## config.mk

```make
export PLATFORM = sky130hd
export DESIGN_NAME = telemetry_tx_flat
export DESIGN_NICKNAME = d
export VERILOG_FILES = /design/src/rtl/telemetry_pkg.sv /design/src/rtl/telemetry_tx_if.sv /design/src/rtl/uart_tx.sv /design/src/rtl/telemetry_tx.sv /design/src/flat_wrapper.sv
export SDC_FILE = /design/constraint.sdc
export NUM_CORES = 1
export LEC_CHECK = 0
export BUFFER_PORTS_ARGS = -buffer_cell sky130_fd_sc_hd__buf_2
export CORE_ASPECT_RATIO = 0.6
export CORE_MARGIN = 3
export CORE_UTILIZATION = 60
export DETAILED_ROUTE_END_ITERATION = 7
export PLACE_DENSITY = 0.83
export RECOVER_POWER = 100
export SYNTH_ARGS = -nofsm -noshare
export SYNTH_HDL_FRONTEND = slang
export SYNTH_SLANG_ARGS = --single-unit
```

## constraint.sdc

```tcl
create_clock -name clk -period 2.5 [get_ports clk]
set_clock_uncertainty 0.1 [all_clocks]
set_input_delay 0.125 -clock clk [delete_from_list [all_inputs] [get_ports clk]]
set_output_delay 0.125 -clock clk [all_outputs]
set_load 0.02 [all_outputs]
```

## src/rtl/telemetry_pkg.sv

```systemverilog
// Shared types and constants for the telemetry serializer: FSM state encoding,
// default sync byte and the per-channel byte-count helper.
package telemetry_pkg;

    typedef enum logic [1:0] {
        IDLE = 2'd0,
        HDR  = 2'd1,
        DATA = 2'd2,
        CSUM = 2'd3
    } tlm_state_t;

    localparam logic [7:0] DEF_HEADER = 8'hA5;

    function automatic int bytes_per_ch(input int data_w);
        return (data_w + 32'sd7) / 32'sd8;
    endfunction

endpackage

```

## src/rtl/telemetry_tx_if.sv

```systemverilog
// Control/data bundle between the telemetry serializer and its host: trigger
// inputs, packed channel words and the serial/status outputs.
interface telemetry_tx_if #(
    parameter int NUM_CH = 3,
    parameter int DATA_W = 12
);
    logic                       en;
    logic                       force_tx;
    logic [NUM_CH*DATA_W-1:0]   ch_data;
    logic                       TX;
    logic                       busy;
    logic                       frame_done;
    logic                       ovr;

    modport master (
        output en, force_tx, ch_data,
        input  TX, busy, frame_done, ovr
    );

    modport slave (
        input  en, force_tx, ch_data,
        output TX, busy, frame_done, ovr
    );
endinterface

```

## src/rtl/uart_tx.sv

```systemverilog
// 8N1 UART transmitter. tx_done is high during the final stop-bit cycle so a
// new byte loaded on trmt in that cycle follows with no idle gap.
module uart_tx #(
    parameter int BAUD_DIV = 434
) (
    input  logic       clk,
    input  logic       rst_n,
    input  logic       trmt,
    input  logic [7:0] tx_data,
    output logic       TX,
    output logic       tx_done
);
    localparam int CW = $clog2(BAUD_DIV);
    localparam logic [CW-1:0] BAUD_LAST = CW'(BAUD_DIV - 1);
    localparam logic [CW-1:0] BAUD_PRE  = CW'(BAUD_DIV - 2);

    logic [9:0]    shift_q, shift_d;
    logic [CW-1:0] baud_q, baud_d;
    logic [3:0]    bit_q, bit_d;
    logic          act_q, act_d;
    logic          done_q, done_d;

    // Next-state logic for baud timing and bit shifting.
    always_comb begin
        shift_d = shift_q;
        baud_d  = baud_q;
        bit_d   = bit_q;
        act_d   = act_q;
        done_d  = 1'b0;
        if (trmt) begin
            shift_d = {1'b1, tx_data, 1'b0};
            baud_d  = '0;
            bit_d   = 4'd0;
            act_d   = 1'b1;
        end else if (act_q) begin
            // Registered one cycle early so it lines up with the last stop-bit cycle.
            done_d = (bit_q == 4'd9) && (baud_q == BAUD_PRE);
            if (baud_q == BAUD_LAST) begin
                baud_d  = '0;
                shift_d = {1'b1, shift_q[9:1]};
                if (bit_q == 4'd9) begin
                    act_d = 1'b0;
                end else begin
                    bit_d = bit_q + 4'd1;
                end
            end else begin
                baud_d = baud_q + CW'(1);
            end
        end else begin
            act_d = 1'b0;
        end
    end

    // State registers; the shifter idles at all ones so TX rests high.
    always_ff @(posedge clk or negedge rst_n) begin
        if (!rst_n) begin
            shift_q <= 10'h3FF;
            baud_q  <= '0;
            bit_q   <= 4'd0;
            act_q   <= 1'b0;
            done_q  <= 1'b0;
        end else begin
            shift_q <= shift_d;
            baud_q  <= baud_d;
            bit_q   <= bit_d;
            act_q   <= act_d;
            done_q  <= done_d;
        end
    end

    assign TX      = shift_q[0];
    assign tx_done = done_q;

endmodule

```

## src/rtl/telemetry_tx.sv

```systemverilog
// Periodic multi-channel telemetry framer: snapshots channel words and sends
// HEADER, channel bytes (MSB first) and a two's-complement checksum over UART.
module telemetry_tx
    import telemetry_pkg::*;
#(
    parameter int         NUM_CH   = 3,
    parameter int         DATA_W   = 12,
    parameter int         BAUD_DIV = 434,
    parameter int         FAST_SIM = 1,
    parameter logic [7:0] HEADER   = DEF_HEADER
) (
    input  logic          clk,
    input  logic          rst_n,
    telemetry_tx_if.slave bus
);
    localparam int B   = bytes_per_ch(DATA_W);
    localparam int CHW = B * 8;
    localparam int NCB = NUM_CH * B;
    localparam int FW  = NCB * 8;
    localparam int PW  = (FAST_SIM != 0) ? 12 : 22;
    localparam int IW  = (NCB > 1) ? $clog2(NCB) : 1;
    localparam logic [IW-1:0] IDX_LAST = IW'(NCB - 1);

    localparam logic [1:0] ST_IDLE = IDLE;
    localparam logic [1:0] ST_HDR  = HDR;
    localparam logic [1:0] ST_DATA = DATA;
    localparam logic [1:0] ST_CSUM = CSUM;

    logic [1:0]    state_q, state_d;
    logic [FW-1:0] frame_q, frame_d;
    logic [IW-1:0] idx_q, idx_d;
    logic [7:0]    csum_q, csum_d;
    logic [PW-1:0] per_q, per_d;
    logic          busy_q, busy_d;
    logic          done_q, done_d;
    logic          ovr_q, ovr_d;

    logic [FW-1:0] snap_s;
    logic [7:0]    cur_byte_s, tx_byte_s;
    logic          per_trig_s, accept_s, trmt_s, tx_done_s, tx_s;

    // Channel 0 lands in the top byte(s) so the frame shifts out left-to-right.
    for (genvar c = 0; c < NUM_CH; c++) begin : g_pad
        assign snap_s[FW-1-c*CHW -: CHW] = CHW'(bus.ch_data[c*DATA_W +: DATA_W]);
    end

    assign cur_byte_s = frame_q[FW-1 -: 8];
    assign per_trig_s = bus.en && (&per_q);
    assign accept_s   = (per_trig_s || bus.force_tx) && !busy_q;

    // Frame sequencing, checksum accumulation and period counting.
    always_comb begin
        state_d   = state_q;
        frame_d   = frame_q;
        idx_d     = idx_q;
        csum_d    = csum_q;
        busy_d    = busy_q;
        done_d    = 1'b0;
        trmt_s    = 1'b0;
        tx_byte_s = HEADER;
        ovr_d     = per_trig_s && busy_q;
        if (bus.en) begin
            per_d = per_q + PW'(1);
        end else begin
            per_d = '0;
        end
        case (state_q)
            ST_IDLE: begin
                if (accept_s) begin
                    trmt_s  = 1'b1;
                    frame_d = snap_s;
                    csum_d  = 8'h00;
                    idx_d   = '0;
                    busy_d  = 1'b1;
                    state_d = ST_HDR;
                end else begin
                    state_d = ST_IDLE;
                end
            end
            ST_HDR: begin
                if (tx_done_s) begin
                    trmt_s    = 1'b1;
                    tx_byte_s = cur_byte_s;
                    csum_d    = csum_q + cur_byte_s;
                    frame_d   = frame_q << 4'd8;
                    idx_d     = '0;
                    state_d   = ST_DATA;
                end else begin
                    state_d = ST_HDR;
                end
            end
            ST_DATA: begin
                if (tx_done_s) begin
                    trmt_s = 1'b1;
                    if (idx_q == IDX_LAST) begin
                        tx_byte_s = 8'h00 - csum_q;
                        state_d   = ST_CSUM;
                    end else begin
                        tx_byte_s = cur_byte_s;
                        csum_d    = csum_q + cur_byte_s;
                        frame_d   = frame_q << 4'd8;
                        idx_d     = idx_q + IW'(1);
                    end
                end else begin
                    state_d = ST_DATA;
                end
            end
            ST_CSUM: begin
                if (tx_done_s) begin
                    busy_d  = 1'b0;
                    done_d  = 1'b1;
                    state_d = ST_IDLE;
                end else begin
                    state_d = ST_CSUM;
                end
            end
            default: begin
                busy_d  = 1'b0;
                state_d = ST_IDLE;
            end
        endcase
    end

    // Framer state and registered status outputs.
    always_ff @(posedge clk or negedge rst_n) begin
        if (!rst_n) begin
            state_q <= ST_IDLE;
            frame_q <= '0;
            idx_q   <= '0;
            csum_q  <= 8'h00;
            per_q   <= '0;
            busy_q  <= 1'b0;
            done_q  <= 1'b0;
            ovr_q   <= 1'b0;
        end else begin
            state_q <= state_d;
            frame_q <= frame_d;
            idx_q   <= idx_d;
            csum_q  <= csum_d;
            per_q   <= per_d;
            busy_q  <= busy_d;
            done_q  <= done_d;
            ovr_q   <= ovr_d;
        end
    end

    uart_tx #(.BAUD_DIV(BAUD_DIV)) u_uart (
        .clk     (clk),
        .rst_n   (rst_n),
        .trmt    (trmt_s),
        .tx_data (tx_byte_s),
        .TX      (tx_s),
        .tx_done (tx_done_s)
    );

    assign bus.TX         = tx_s;
    assign bus.busy       = busy_q;
    assign bus.frame_done = done_q;
    assign bus.ovr        = ovr_q;

endmodule

```

## src/flat_wrapper.sv

```systemverilog
// flat-port wrapper written by rule: the top's interface ports become plain ports
module telemetry_tx_flat import telemetry_pkg::*;
#(
    parameter int         NUM_CH   = 3,
    parameter int         DATA_W   = 12,
    parameter int         BAUD_DIV = 434,
    parameter int         FAST_SIM = 1,
    parameter logic [7:0] HEADER   = DEF_HEADER
)
  (clk, rst_n, bus_en, bus_force_tx, bus_ch_data, bus_TX, bus_busy, bus_frame_done, bus_ovr);
  telemetry_tx_if #(.NUM_CH(NUM_CH), .DATA_W(DATA_W)) bus_i ();
  input  logic clk;
  input  logic rst_n;
  input wire logic [$bits(bus_i.en)-1:0] bus_en;
  input wire logic [$bits(bus_i.force_tx)-1:0] bus_force_tx;
  input wire logic [$bits(bus_i.ch_data)-1:0] bus_ch_data;
  output wire logic [$bits(bus_i.TX)-1:0] bus_TX;
  output wire logic [$bits(bus_i.busy)-1:0] bus_busy;
  output wire logic [$bits(bus_i.frame_done)-1:0] bus_frame_done;
  output wire logic [$bits(bus_i.ovr)-1:0] bus_ovr;
  assign bus_i.en = bus_en;
  assign bus_i.force_tx = bus_force_tx;
  assign bus_i.ch_data = bus_ch_data;
  assign bus_TX = bus_i.TX;
  assign bus_busy = bus_i.busy;
  assign bus_frame_done = bus_i.frame_done;
  assign bus_ovr = bus_i.ovr;
  telemetry_tx #(.NUM_CH(NUM_CH), .DATA_W(DATA_W), .BAUD_DIV(BAUD_DIV), .FAST_SIM(FAST_SIM), .HEADER(HEADER)) u_core (.clk(clk), .rst_n(rst_n), .bus(bus_i));
endmodule
```

## Word level (Yosys, flattened, before mapping)

Cells that the tools add are included.

- Output and inout port bits: 4
- Flip-flop bits (word level): 101
- Logic and storage cells: 99

- Equal/unequal tests: 14
- Reduce and logical (&&, ||, !) cells: 17
- Mux-type cells: 49
- Add/subtract/negate cells: 6

Operators with widths:

| operator | number |
|---|---|
| 48-bit two-way mux | 4 |
| 48-bit one-hot mux with 3 select lines | 1 |
| 8-bit two-way mux | 7 |
| 10-bit two-way mux | 3 |
| 9-bit two-way mux | 3 |
| 8-bit one-hot mux with 3 select lines | 1 |
| 9-bit equality test (second input constant) | 2 |
| 4-bit two-way mux | 4 |
| 8-bit one-hot mux with 2 select lines | 1 |
| 12-bit by 1-bit adder with 12-bit output (second input constant) | 1 |
| 1-bit two-way mux | 12 |
| 12-bit two-way mux | 1 |
| 3-bit two-way mux | 4 |
| 12-bit AND reduction | 1 |
| 9-bit by 1-bit adder with 9-bit output (second input constant) | 1 |
| 3-bit one-hot mux with 3 select lines | 1 |
| 8-bit adder | 1 |
| 2-bit two-way mux | 4 |
| 2-bit inequality test (second input constant) | 4 |
| 2-bit one-hot mux with 4 select lines | 1 |
| 1-bit by 8-bit subtractor with 8-bit output (first input constant) | 1 |
| 3-bit AND reduction | 2 |
| 2-bit nonzero test | 3 |
| 5-bit AND reduction | 1 |
| 16 further kinds | 22 |

## Logic depth before layout (Yosys ltp)

- Depth in word-level cells: 8
- Mapped depth: 10
- Depth with buffers taken out: 8

## Hierarchy

From an unflattened synthesis, not the netlist that was laid out.

- Cell total of the unflattened synthesis: 575
- Area, all modules: 5,400.2 µm²

Modules (own cells, without submodules):

| module | times used | cells an instance | area an instance (µm²) | sequential area each (µm²) |
|---|---|---|---|---|
| telemetry_tx | 1 | 431 | 4,057.6 | 1,901.8 |
| uart_tx | 1 | 144 | 1,342.5 | 611.8 |

## Worst setup path after synthesis

Ideal clock, no wire load.

- Path type: register -> register
- From: reg u_core.state_q[0]
- To: reg u_core.csum_q[2]
- Clock period less this slack: 2.272 ns
- Arrival time: 2.061 ns
- Slack: 0.228 ns
- Stages on the path, launching flop included: 11
- Path buffers: 3
- Library setup time: 0.110 ns
- Required time: 2.290 ns
- Path through: dfrtp_1 > inv_1 > ha_1 > clkbuf_1 > and3_1 > o31ai_1 > o311ai_2 > clkbuf_1 > clkbuf_1 > nand2_1 > o41ai_1

- Cells in the longest elaborated chain, start to end: 3
- Elaborated cells on any way between the ends: 10
- Those cells by class: 6 x eq/ne; 1 x mux; 3 x reduce/logical

RTL lines:

| item | line | source |
|---|---|---|
| from (decl) | telemetry_tx.sv:29 | `logic [1:0] state_q, state_d;` |
| from (signal assigned) | telemetry_tx.sv:136 | `state_q <= state_d;` |
| 2-bit equality test (tied with other cells) | telemetry_tx.sv:67 | `case (state_q)` |
| 2-bit inequality test (no line) (tied with other cells) | -- |  |
| 5-bit AND reduction (no line) | -- |  |
| to (signal assigned) | telemetry_tx.sv:139 | `csum_q <= csum_d;` |
| to (decl) | telemetry_tx.sv:32 | `logic [7:0] csum_q, csum_d;` |

Several ways; a longest one is shown, not always the timed one.
A chain may end at the register's enable or synchronous reset.

## Worst setup path after layout

- From: reg u_core.u_uart.baud_q[6]
- To: reg u_core.u_uart.bit_q[3]

- Cells in the longest elaborated chain, start to end: 3

RTL lines:

| item | line | source |
|---|---|---|
| from (decl) | uart_tx.sv:18 | `logic [CW-1:0] baud_q, baud_d;` |
| from (signal assigned) | uart_tx.sv:64 | `baud_q <= baud_d;` |
| 9-bit equality test | uart_tx.sv:38 | `if (baud_q == BAUD_LAST) begin` |
| 2-bit nonzero test (no line) | -- |  |
| 3-bit AND reduction (no line) | -- |  |
| to (signal assigned) | uart_tx.sv:65 | `bit_q <= bit_d;` |
| to (decl) | uart_tx.sv:19 | `logic [3:0] bit_q, bit_d;` |

Every way passes these cells.

==> metrics.md <==
| Metric | Value |
|---|---|
| Status | `completed` |
| CTS buffer count | `9` |
| Area grow syn2layout | `18.1%` |
| Fin crit share | `between 90% and 100%` |
| Routed vias | `4,332` |
| Routed Antenna Nets | `0` |
| FMAX | `429 MHz` |
| Hold crit path type | `primary input to flop` |
| Layout cell share with drive strength beyond 1 | `13.5%` |
| P per Cell Area | `505 nW/µm²` |
| Drt via density | `roughly 5.7` |
| Kind of end point of the critical path | `flop` |
| Internal | `2470 µW` |
| Switching Share | `22.0%` |
| Comb pwr share | `under 10%` |
| Static leakage | `0.00296 µW` |
| Longest Clk Path Bufs | `2` |
| Critical R2R Launch | `u_core.u_uart.baud_q[6]` |
| Setup violators final | `0` |
| Synth Cell Area | `between 5000 and 6000 µm²` |
| FFs w/ async S/R, synth | `100%` |
| Sequential cell area | `2510 µm²` |
| Ports | `44` |
| YS warnings | `0` |
| Die width | `127 µm` |
| Cell variety after synth | `53` |
| Final hold violations | `0` |
| Reg clk slew, reported paths | `0.07 ns` |
| Avg Synthesized Cell Area | `9.23 µm²` |
| Die height | `78.9 µm` |
| Drt pass-1 iters | `5` |
| Crit. Startpoint | `u_core.u_uart.baud_q[6]` |
| Critical Path Source Type | `flop` |
| Final WL | `around 12,000 µm` |
| Core area | `8230 µm²` |
| Worst-path fanout max | `10` |
| Crit path arrival time | `2.51 ns` |
| Max-cap viol count | `0` |
| Clock Power Share | `45.3%` |
| Switching power | `698 µW` |
| R2R setup slack | `0.17 ns` |
| GRT Util Overall | `between 20% and 30%` |
| Initial core utilization | `64.5%` |
| Die footprint | `10,000 µm²` |
| First-pass GRT wire length | `roughly 20,000 µm` |
| CTS tree | `yes` |
| Max_slew headroom | `23.1%` |
| Number of synthesized flops with an enable pin | `0` |
| Post-DP HPWL | `7990 µm` |
| Seq/Total Area, Yosys | `47.3%` |
| Mapped Cells | `575` |
| Top cell type's share of synthesized area | `between 40% and 50%` |
| Final Util | `around 76%` |
| Peak supply drop | `0.000355 V` |
| Post-synth top area cell | `dfrtp_1` |
| Commonest cells in the netlist | `115 x nand2_1, 91 x dfrtp_1, 78 x o21ai_0` |
| Drt drc | `0` |
| H-tree depth | `3` |
| Nets | `between 700 and 800` |
| Pins Over Slew Limit | `0` |
| Setup Fix Bufs, Post-CTS | `0` |
| CTS Sinks | `100` |
| Gr ovfl total | `0` |
| Routability cong. | `0.836` |
| Top FF cell, synth | `dfrtp_1` |
| Drt wl/cell | `15.5 µm` |
| Fill cells | `551` |
| Data required time at the worst endpoint | `2.68 ns` |
| RSZ-0062 raised after global routing | `no` |
| Syn nets | `between 600 and 700` |
| Post-place setup slack | `about 0.13 ns` |
| # diodes | `0` |
| Most frequent cell after synthesis | `nand2_1` |
| Multi-input gate area | `2630 µm²` |
| Num rows | `25` |
| Flops & latches, synth | `100` |
| DR iter-0 viols | `375` |
| Top cells by area, synth | `dfrtp_1 43%, nand2_1 8.1%, o21ai_0 7.4%` |
| Number of global-route vias before repair | `roughly 4,200` |
| Hold wc startpoint | `bus_ch_data[0]` |
| WS Path Type | `flop to flop` |
| Worst-Skew Late Latency | `0.36 ns` |
| Largest net degree at the start of global routing | `74` |
| Total negative slack | `0 ns` |
| CTS root buf | `clkbuf_16` |
| Initial antenna violation count | `0` |
| Fin crit period | `about 2.3 ns` |
| Port bufs | `43` |
| Register share of total power | `51.3%` |
| Worst slew pin tran | `1.15 ns` |
| Setup WS post-layout | `about 0.17 ns` |
## cell usage in the layout (no fill, tap or decap), types with 5 or more instances in the layout
cell type      Yosys  final
nand2_1          115    115
dfrtp_1           91     91
o21ai_0           78     78
buf_2              0     37
mux2i_1           33     33
dlygate4sd3_1      0     29
nor2_1            27     27
ha_1              21     20
a21oi_1           19     19
inv_1             16     16
nand3_1           13     13
xor2_1            11     11
nor3_1            10     10
and2_0             0      9
clkbuf_16          0      9
dfstp_2            9      9
buf_4              0      7
xnor2_1            6      6
nand2b_1           6      6
clkbuf_1          27      6
nand4_1            5      5
nor2b_1            5      5
or3_1              5      5
## power groups by stage
stage / Clock [µW] / Combinational, µW / Sequential (µW)
finish: 1430 / 108 / 1630
floorplan: 0 / 8.36 / 1660
detailed placement: 0 / 78.3 / 1660
global route: 1530 / 123 / 1630
CTS: 1470 / 113 / 1620
global placement: 0 / 77.0 / 1660
## final cells by class
cell class	count	area share, %
clock buffer	9	3.59
clock inverter	7	1.30
inverter	16	0.958
multi-input combinational	429	41.9
sequential	100	40.1
tap	108	2.15
timing repair buffer	85	10.1
## final timing paths
path / end / cells past startpoint
max in group asynchronous: u_core.frame_q[45] / 3
worst max-delay path: u_core.u_uart.bit_q[3] / 4
min in group asynchronous: u_core.u_uart.act_q / 2
worst min-delay path: u_core.frame_q[32] / 3
worst max register to register: u_core.u_uart.bit_q[3] / 4
worst min register to register: u_core.u_uart.shift_q[0] / 2
## critical path, stage by stage (launching register included)
cell and delay, ns:
dfrtp_1 0.44, or4b_4 0.60, or4_4 0.59, or3_1 0.37
a21oi_1 0.15
## metal layers
metal | track usage, % | up-vias | wire [µm] | part of all wire [%]
li1 | - | 2129 | - | -
met1 | 36.0 | 2054 | 5540 | 47
met2 | 38.8 | 135 | 5310 | 45
met3 | 5.65 | 14 | 718 | 6.1
met4 | 7.39 | 0 | 127 | 1.1
met5 | 0 | - | 0 | 0
## registers in the layout, summed over array words and instances, names as in the netlist
| register | cells |
|---|---|
| u_core.frame_q | 48 |
| u_core.u_uart.act_q | 1 |
| u_core.u_uart.tx_done | 1 |
| u_core.bus.busy | 1 |
| u_core.u_uart.shift_q | 9 |
| u_core.u_uart.bit_q | 4 |
| u_core.bus.frame_done | 1 |
| u_core.idx_q | 3 |
| u_core.u_uart.baud_q | 9 |
| u_core.bus.ovr | 1 |
| u_core.per_q | 12 |
| u_core.state_q | 2 |
| u_core.csum_q | 8 |
## metrics by stage
stage | power (µW) | cells | hold slack [ns] | cell area [µm²]
CTS | 3210 | 754 | 0.00313 | 6300
floorplan | 1660 | 575 | -0.271 | 5310
finish | 3170 | 754 | 0.00314 | 6270
global placement | 1730 | 709 | 0.0659 | 5700
detailed placement | 1730 | 709 | 0.0700 | 5700
global route | 3280 | 754 | 0.00844 | 6270
## timing repair
item | CTS | global route
hold endpoints to repair | 75 | 0
endpoints found under the setup margin | 0 | 5
gates resized for setup | 0 | 1
hold buffers | 29 | 0
## cells by family (layout without fill, tap and decap cells)
| logic type | after synthesis | after routing | synth area share (%) |
|---|---|---|---|
| DFF | 100 | 100 | 47.3 |
| AOI/OAI and AO/OA | 137 | 137 | 15.0 |
| and+or+nand+nor | 216 | 216 | 19.0 |
| xor gates and xnor gates | 17 | 17 | 2.80 |
| buffers and inverters | 46 | 117 | 3.39 |
| adders and majority gates | 22 | 22 | 5.33 |
| muxes | 37 | 37 | 7.07 |
Note: power is estimated with default switching activity, not from simulation.
